==> config.mk <==
export PLATFORM = sky130hd
export DESIGN_NAME = line_scan_walker
export DESIGN_NICKNAME = d
export VERILOG_FILES = /design/src/rtl/line_scan_walker.sv
export SDC_FILE = /design/constraint.sdc
export NUM_CORES = 1
export LEC_CHECK = 0
export BUFFER_PORTS_ARGS = -buffer_cell sky130_fd_sc_hd__buf_2
export CELL_PAD_IN_SITES_DETAIL_PLACEMENT = 1
export CELL_PAD_IN_SITES_GLOBAL_PLACEMENT = 1
export CORE_UTILIZATION = 45
export DETAILED_ROUTE_END_ITERATION = 7
export PLACE_DENSITY_LB_ADDON = 0.2
export SLEW_MARGIN = 30
export SYNTH_ARGS = -nofsm -noshare
export SYNTH_HDL_FRONTEND = slang
export SYNTH_SLANG_ARGS = --single-unit
==> constraint.sdc <==
create_clock -name clk -period 8.3 [get_ports clk]
set_clock_uncertainty 0.1 [all_clocks]
set_input_delay 0.415 -clock clk [delete_from_list [all_inputs] [get_ports clk]]
set_output_delay 0.415 -clock clk [all_outputs]
set_load 0.1 [all_outputs]
==> src/rtl/line_scan_walker.sv <==
// line_scan_walker: walks the integer pixel bounding box of a Q10.10 segment
// in raster order, presents each pixel to an external line test, and emits a
// valid/ready pixel write for every pixel the test reports as on the line.
module line_scan_walker #(
    parameter int H_RES = 640,
    parameter int V_RES = 480,
    parameter int FRAC  = 10
) (
    input  logic        clk,
    input  logic        rst,
    input  logic        vtx_valid,
    output logic        vtx_ready,
    input  logic [20:0] vtxA_X,
    input  logic [20:0] vtxA_Y,
    input  logic [20:0] vtxB_X,
    input  logic [20:0] vtxB_Y,
    output logic [20:0] h_cnt_Q,
    output logic [20:0] v_cnt_Q,
    input  logic        onLine,
    output logic        pix_valid,
    input  logic        pix_ready,
    output logic [9:0]  pix_x,
    output logic [9:0]  pix_y,
    output logic        busy,
    output logic        done
);

    typedef enum logic [2:0] {
        IDLE  = 3'd0,
        SETUP = 3'd1,
        SCAN  = 3'd2,
        DRAIN = 3'd3,
        DONE  = 3'd4
    } state_t;

    localparam logic signed [20:0] X_MAX_C = 21'(H_RES - 1);
    localparam logic signed [20:0] Y_MAX_C = 21'(V_RES - 1);

    state_t             state_r;
    state_t             state_next_s;

    // Endpoints latched on accept; never touched again until the next accept.
    logic signed [20:0] a_x_r;
    logic signed [20:0] a_y_r;
    logic signed [20:0] b_x_r;
    logic signed [20:0] b_y_r;

    // Scan position and clipped box limits (minimum y is only needed at load).
    logic [9:0]         x_r;
    logic [9:0]         y_r;
    logic [9:0]         min_x_r;
    logic [9:0]         max_x_r;
    logic [9:0]         max_y_r;

    logic               pix_valid_r;
    logic [9:0]         pix_x_r;
    logic [9:0]         pix_y_r;
    logic               vtx_ready_r;
    logic               busy_r;
    logic               done_r;

    logic signed [20:0] min_x_raw_s;
    logic signed [20:0] max_x_raw_s;
    logic signed [20:0] min_y_raw_s;
    logic signed [20:0] max_y_raw_s;
    logic signed [20:0] lo_x_s;
    logic signed [20:0] hi_x_s;
    logic signed [20:0] lo_y_s;
    logic signed [20:0] hi_y_s;
    logic               empty_s;
    logic               accept_s;
    logic               slot_free_s;
    logic               scan_adv_s;
    logic               last_pix_s;

    assign accept_s    = vtx_valid && vtx_ready_r;
    assign slot_free_s = !pix_valid_r || pix_ready;
    assign scan_adv_s  = (state_r == SCAN) && slot_free_s;
    assign last_pix_s  = (x_r == max_x_r) && (y_r == max_y_r);

    // The line test sees the scan position as a Q10.10 value with zero fraction.
    assign h_cnt_Q   = {11'd0, x_r} << FRAC;
    assign v_cnt_Q   = {11'd0, y_r} << FRAC;
    assign pix_valid = pix_valid_r;
    assign pix_x     = pix_x_r;
    assign pix_y     = pix_y_r;
    assign vtx_ready = vtx_ready_r;
    assign busy      = busy_r;
    assign done      = done_r;

    // Floor the endpoint extremes to integers and clip the box to the screen.
    always_comb begin
        min_x_raw_s = ((a_x_r < b_x_r) ? a_x_r : b_x_r) >>> FRAC;
        max_x_raw_s = ((a_x_r < b_x_r) ? b_x_r : a_x_r) >>> FRAC;
        min_y_raw_s = ((a_y_r < b_y_r) ? a_y_r : b_y_r) >>> FRAC;
        max_y_raw_s = ((a_y_r < b_y_r) ? b_y_r : a_y_r) >>> FRAC;
        if (min_x_raw_s < 21'sd0) begin
            lo_x_s = 21'sd0;
        end else begin
            lo_x_s = min_x_raw_s;
        end
        if (min_y_raw_s < 21'sd0) begin
            lo_y_s = 21'sd0;
        end else begin
            lo_y_s = min_y_raw_s;
        end
        if (max_x_raw_s > X_MAX_C) begin
            hi_x_s = X_MAX_C;
        end else begin
            hi_x_s = max_x_raw_s;
        end
        if (max_y_raw_s > Y_MAX_C) begin
            hi_y_s = Y_MAX_C;
        end else begin
            hi_y_s = max_y_raw_s;
        end
        empty_s = (lo_x_s > hi_x_s) || (lo_y_s > hi_y_s);
    end

    // Next-state logic for the segment walk.
    always_comb begin
        state_next_s = state_r;
        case (state_r)
            IDLE: begin
                if (accept_s) begin
                    state_next_s = SETUP;
                end else begin
                    state_next_s = IDLE;
                end
            end
            SETUP: begin
                if (empty_s) begin
                    state_next_s = DONE;
                end else begin
                    state_next_s = SCAN;
                end
            end
            SCAN: begin
                if (scan_adv_s && last_pix_s) begin
                    state_next_s = DRAIN;
                end else begin
                    state_next_s = SCAN;
                end
            end
            DRAIN: begin
                if (slot_free_s) begin
                    state_next_s = DONE;
                end else begin
                    state_next_s = DRAIN;
                end
            end
            DONE: begin
                state_next_s = IDLE;
            end
            default: begin
                state_next_s = IDLE;
            end
        endcase
    end

    // State register plus status flags registered from the next state.
    always_ff @(posedge clk) begin
        if (rst) begin
            state_r     <= IDLE;
            vtx_ready_r <= 1'b0;
            busy_r      <= 1'b0;
            done_r      <= 1'b0;
        end else begin
            state_r     <= state_next_s;
            vtx_ready_r <= (state_next_s == IDLE);
            busy_r      <= (state_next_s != IDLE);
            done_r      <= (state_next_s == DONE);
        end
    end

    // Endpoint latch, box setup and raster stepping.
    always_ff @(posedge clk) begin
        if (rst) begin
            a_x_r   <= 21'sd0;
            a_y_r   <= 21'sd0;
            b_x_r   <= 21'sd0;
            b_y_r   <= 21'sd0;
            x_r     <= 10'd0;
            y_r     <= 10'd0;
            min_x_r <= 10'd0;
            max_x_r <= 10'd0;
            max_y_r <= 10'd0;
        end else begin
            if (accept_s) begin
                a_x_r <= vtxA_X;
                a_y_r <= vtxA_Y;
                b_x_r <= vtxB_X;
                b_y_r <= vtxB_Y;
            end
            if ((state_r == SETUP) && !empty_s) begin
                x_r     <= lo_x_s[9:0];
                y_r     <= lo_y_s[9:0];
                min_x_r <= lo_x_s[9:0];
                max_x_r <= hi_x_s[9:0];
                max_y_r <= hi_y_s[9:0];
            end
            // The final pixel keeps its position so the line test input stays put.
            if (scan_adv_s && !last_pix_s) begin
                if (x_r == max_x_r) begin
                    x_r <= min_x_r;
                    y_r <= y_r + 10'd1;
                end else begin
                    x_r <= x_r + 10'd1;
                end
            end
        end
    end

    // Pixel write slot: load on an on-line advance, clear once the sink takes it.
    always_ff @(posedge clk) begin
        if (rst) begin
            pix_valid_r <= 1'b0;
            pix_x_r     <= 10'd0;
            pix_y_r     <= 10'd0;
        end else if (scan_adv_s) begin
            if (onLine) begin
                pix_valid_r <= 1'b1;
                pix_x_r     <= x_r;
                pix_y_r     <= y_r;
            end else begin
                pix_valid_r <= 1'b0;
            end
        end else if (pix_valid_r && pix_ready) begin
            pix_valid_r <= 1'b0;
        end
    end

endmodule

-- Word level (Yosys, flattened, before mapping)
Index checks and enable logic that the tools add are counted.
- register bits after elaboration: 161
- input port bits: 89
- output and inout bits: 66
- logic and storage cells: 72
- add/sub/neg operators: 2
- $lt $le $gt $ge: 8
- equality and inequality tests: 6
- mux-type cells: 22
- reduce and logical (&&, ||, !) cells: 18
- operators with widths (cell ; number):
    21-bit two-way mux ; 8
    10-bit two-way mux ; 6
    21-bit greater-than comparator ; 2
    21-bit less-than comparator ; 2
    11-bit by 1-bit less-than comparator with 1-bit output (second input constant) ; 2
    10-bit by 1-bit adder with 10-bit output (second input constant) ; 2
    10-bit equality test ; 2
    3-bit one-hot mux with 4 select lines ; 1
    11-bit by 10-bit greater-than comparator with 1-bit output (second input constant) ; 1
    11-bit greater-than comparator (second input constant) ; 1
    1-bit logical AND ; 7
    3-bit by 2-bit equality test with 1-bit output (second input constant) ; 2
    3-bit logical NOT ; 2
    3-bit two-way mux ; 2
    1-bit two-way mux ; 5
    2-bit nonzero test ; 2
    3-bit by 1-bit equality test with 1-bit output (second input constant) ; 1
    3-bit equality test (second input constant) ; 1
    1-bit logical NOT ; 3
    3-bit nonzero test ; 1
    1-bit logical OR ; 2
    2-bit AND reduction ; 1

-- Depth between registers and ports, before layout
- depth in word-level cells: 11
- gate-level depth with buffers: 24
- mapped depth without buffers: 19

-- Worst setup path before layout
OpenSTA, ideal clock, no wires.
- path type: register -> register
- start: register b_x_r[20]
- end: register max_y_r[5]
- arrival: 4.819 ns
- required time: 8.084 ns
- path slack: 3.265 ns
- cell stages (with the launch flop): 23
- buffers on the path: 5
- period minus slack after synthesis: 5.035 ns
- cell sequence: dfxtp_1 > inv_1 > clkbuf_1 > ha_1 > nand4_1 > nor4_2 > o211ai_1 > o21ai_4 > mux2i_2 > buf_6 > buf_2 > mux2i_1 > ha_1 > nor2b_1 > o31ai_1 > a211oi_1 > o22ai_1 > and3_1 > clkbuf_1 > o211ai_2 > buf_2 > o211a_1 > a41o_1
- cells in the longest elaborated chain, start to end: 8
- ends and longest elaborated chain (item ; line ; RTL):
    start: declaration ; 45 ; logic signed [20:0] b_x_r;
    start signal: assignment ; 192 ; b_x_r <= vtxB_X;
    21-bit less-than comparator ; 93 ; min_x_raw_s = ((a_x_r < b_x_r) ? a_x_r : b_x_r) >>> FRAC;
    21-bit two-way mux (*) ; 93 ;
    11-bit by 1-bit less-than comparator with 1-bit output ; 97 ; if (min_x_raw_s < 21'sd0) begin
    21-bit two-way mux (*) ; 97 ;
    net lo_x_s[1] ; 66 ; logic signed [20:0] lo_x_s;
    21-bit greater-than comparator (*) ; 117 ; empty_s = (lo_x_s > hi_x_s) || (lo_y_s > hi_y_s);
    1-bit logical OR (*) ; 117 ;
    1-bit logical NOT (*) ; 195 ; if ((state_r == SETUP) && !empty_s) begin
    1-bit logical AND (*) ; 195 ;
    end signal: assignment ; 200 ; max_y_r <= hi_y_s[9:0];
    end: declaration ; 53 ; logic [9:0] max_y_r;
Mark *: on every way through the listed nets, which the timed path passes. The rest lies on a longest branch.
A chain may end at the register's enable or synchronous reset.

-- Worst setup path in the final report
- start: register b_y_r[20]
- end: register max_x_r[2]
- cells in the longest elaborated chain, start to end: 8
- ends and longest elaborated chain (item ; line ; RTL):
    start: declaration ; 46 ; logic signed [20:0] b_y_r;
    start signal: assignment ; 193 ; b_y_r <= vtxB_Y;
    21-bit less-than comparator ; 95, 96 ;
    21-bit two-way mux, on equally long branches ; 95, 96 ;
    11-bit by 1-bit less-than comparator with 1-bit output or 11-bit by 10-bit greater-than comparator with 1-bit output (tied branches) ; 102, 112 ;
    21-bit two-way mux, on equally long branches ; 102, 112 ;
    21-bit greater-than comparator (*) ; 117 ;
    1-bit logical OR (*) ; 117 ;
    1-bit logical NOT (*) ; 195 ;
    1-bit logical AND (*) ; 195 ;
    end signal: assignment ; 199 ; max_x_r <= hi_x_s[9:0];
    end: declaration ; 52 ; logic [9:0] max_x_r;
Mark *: on every way between the ends. The rest lies on a longest branch, timed or not.

==> metrics <==
status=completed; Rel. slew slack=between 40% and 50%; CP max FO=32; post-synthesis simple-gate area fraction=21.4%; Syn Std Cell Area=0.00913 sq mm; Starting Density=between 40% and 50%; PwrDens=between 300 and 400 mW/mm^2; WL per Instance=~17 um; initial DRC count=~520; switching share of power=a little over two fifths; pins over their slew limit=0; Worst-path clk slew=roughly 0.06 ns; area of placed instances=approximately 0.0098 sq mm; startpoint types=flip-flop; antenna-violating nets left=0; Max IR drop VDD=about 0.20 mV; Sink Count=161; htree depth=4; RSZ-0062 raised after global routing=no; clock tree from TritonCTS=yes; Num CTS Buffers=17; routed via count=approximately 8700; worst skew pair latency=between 0.4 and 0.5 ns; Yosys top cell by area=dfxtp_1; Resized Gates After CTS=0; Synth top area share=35.3%; initial antenna violation count=3; Max Clk Rate=approximately 0.16 GHz; final cell count without fillers=~1600; Sw Pwr=1.35 mW; die area=approximately 0.021 sq mm; ys async rst share=0%; CTS root buf=clkbuf_16; ranking of synthesized cells by area=dfxtp_1 35%, nand2_1 11%, a21oi_1 9.6%, ha_1 8.5%, clkbuf_1 2.8%; FP Rows=51; critical path class=flip-flop to flip-flop; final setup vio count=0; total grt overflow=0; Die Wd=between 100 and 150 um; Core ar.=0.0197 sq mm; Layout Area Growth over Synthesis=14.5%; max cap viols=0; Slew @ Worst Pin=roughly 0.86 ns; Combinational Power Share=~45%; Via-to-Cell Ratio=roughly 5.6; Ports=about 160; Hold Buf Count CTS=0; Remaining DRCs=0; Int Pwr=approximately 1.8 mW; sequential power share=around 29%; prevailing post-synth register cell=dfxtp_1; first-pass GRT wire length=between 40 and 50 mm; Tcrit/Tclk final=between 70 and 80%; crit end category=flip-flop; Pleak=slightly above 4 nW; Die Span Y=roughly 140 um; yosys warns=0; number of synthesized flops with an enable pin=0; Synth Area in Adders=around 8.5%; WP data arrival=between 6 and 7 ns; DP HPWL=~19 mm; Hold Fails Final Rpt=0; TNS Setup=0 ns; multiplexer share of the synthesized area=2.78%; CTS Buffer Depth=2; WL final=approximately 26 mm; Nets=between 1000 and 1500; final instance area=about 0.010 sq mm; GR Util All Layers=between 20% and 30%; Synth Register Bits=between 150 and 200; cells after synthesis=1203; vias in the first global route=about 8600; Synth cell types=63; PortBufs=roughly 130; share of cells above drive strength 1=15.2%; largest family of logic cells by synthesized area=compound AO/OA/AOI/OAI gates; setup bufs post-CTS=0; Pre-antenna DRT Iters=5; largest net degree at the start of global routing=95; Compound-Gate Fraction of Synth Area=a little over a fifth; placed cell count=1527; post-synthesis sequential area ratio=a little over a third; Crit path required time=around 8.6 ns; Final Critical Period=between 6 and 7 ns; RePlAce Congestion=about 0.84; Clock Power Share=26.6%; syn_area_per_cell=between 7 and 8 sq um; type of the tightest min-delay check=input port to flip-flop; Synth Area in XOR/XNOR=2.69%
==> flip-flops by register name, summed over array words and instances, names as in the netlist, 21 cells and up <==
signal,flops
b_y_r,21
a_y_r,21
a_x_r,21
b_x_r,21
==> per-stage QoR <==
| step | util, % | setup slack [ns] | hold WS [ns] | power, mW |
|---|---|---|---|---|
| after floorplan | - | 3.26 | 0.331 | 1.97 |
| after global placement | 49.8 | 2.21 | 0.339 | 2.24 |
| after detailed placement | 49.8 | 2.14 | 0.346 | 2.28 |
| after CTS | 53.0 | 2.03 | 0.101 | 3.13 |
| after global routing | 53.2 | 1.84 | 0.111 | 3.35 |
| final | 53.2 | 2.22 | 0.119 | 3.15 |
==> final cells by class <==
cell class / count / area, sq um
well taps: 265 / 332
flip-flops and latches: 161 / 3220
clock buffers: 21 / 460
diodes: 2 / 5.00
fillers: 2510 / 9190
multi-input cells: 914 / 5340
clock inverters: 9 / 158
inverters: 48 / 180
repair buffers: 141 / 763
==> per-layer routing <==
metal | GRT usage [%] | routed length (um) | vias up
li1 | - | - | 4320
met1 | 34.7 | 12700 | 4194
met2 | 43.5 | 12200 | 203
met3 | 4.37 | 1100 | 24
met4 | 6.81 | 302 | 4
met5 | 0 | 23 | -
==> final timing paths <==
check	from	to	slack (ns)	depth (start not counted)
setup / recovery	b_y_r[20]$_SDFFE_PP0P_	max_x_r[2]$_SDFFE_PP0P_	2.22	19
hold / removal	vtxB_Y[5]	b_y_r[5]$_SDFFE_PP0P_	0.12	3
setup reg to reg	b_y_r[20]$_SDFFE_PP0P_	max_x_r[2]$_SDFFE_PP0P_	2.22	19
hold reg to reg	pix_x[5]$_SDFFE_PP0P_	pix_x[5]$_SDFFE_PP0P_	0.35	2
==> layout by cell type (no fill, tap or decap), types with 7 or more instances in the layout <==
master	n
nor2_1	46
xor2_1	16
and3_1	7
conb_1	22
a21oi_1	176
buf_4	8
a211oi_1	21
dfxtp_1	161
nor2b_1	13
nand3_1	24
a31oi_1	25
nor3_1	21
mux2_2	8
clkbuf_16	17
ha_1	62
nand2_1	268
mux2i_1	12
o211ai_1	27
or3_1	15
nor4_1	7
o21ai_0	37
nand2b_1	14
xnor2_1	12
o31ai_1	9
buf_2	131
inv_1	48
nand4_1	14
==> cell usage after synthesis (all sizes together), types with 2 or more instances <==
cell	instances
buf	34
nor2b	13
nand2	269
o31ai	9
a211o	2
nand3	24
a41oi	2
xor2	16
mux2	10
ha	62
mux2i	13
o22ai	2
and3	7
xnor2	12
nand4	14
nor2	47
o211a	2
a221oi	2
nor3b	2
nand2b	14
a21oi	176
o211ai	28
a22oi	2
a211oi	21
a31oi	25
clkbuf	67
a311oi	4
and2	2
dfxtp	161
o2111a	2
nor3	22
inv	48
a2111oi	2
o21a	4
or2	4
or4	2
o21ai	43
or3	15
nor4	8
==> power by group through the flow <==
stage / combinational, mW / clock (mW) / sequential [mW]
2_1_floorplan: 0.998 / 0 / 0.969
3_3_place_gp: 1.32 / 0 / 0.922
3_5_place_dp: 1.35 / 0 / 0.925
4_1_cts: 1.37 / 0.854 / 0.908
5_1_grt: 1.54 / 0.887 / 0.918
6_report: 1.40 / 0.837 / 0.909
==> worst max-delay path, stage by stage, from the launching register on <==
cell and delay, ns:
dfxtp_1 0.57, inv_1 0.20, ha_1 0.44, nand4_1 0.22, nor4_1 0.19, or4b_1 0.46
and3_1 0.21, a31oi_1 0.32, a41oi_2 0.29, a211oi_1 0.43, ha_1 0.31, o21ai_0 0.18
a21oi_1 0.08, o21ai_0 0.18, a221o_1 0.22, and3_1 0.34, o211ai_2 0.35, buf_4 0.36
or3_1 0.35, a21oi_1 0.17
==> cell families (layout without fill, tap and decap cells) <==
family | after synthesis | in the layout
AND/OR/NAND/NOR | 445 | 445
AO/OA/AOI/OAI | 334 | 334
flip-flops | 161 | 161
buffers and inverters | 149 | 219
adder cells (fa/ha/maj) | 62 | 62
XOR/XNOR | 28 | 28
multiplexers | 23 | 23
other | 1 | 24
No activity file was read; power rests on OpenSTA's default activity.
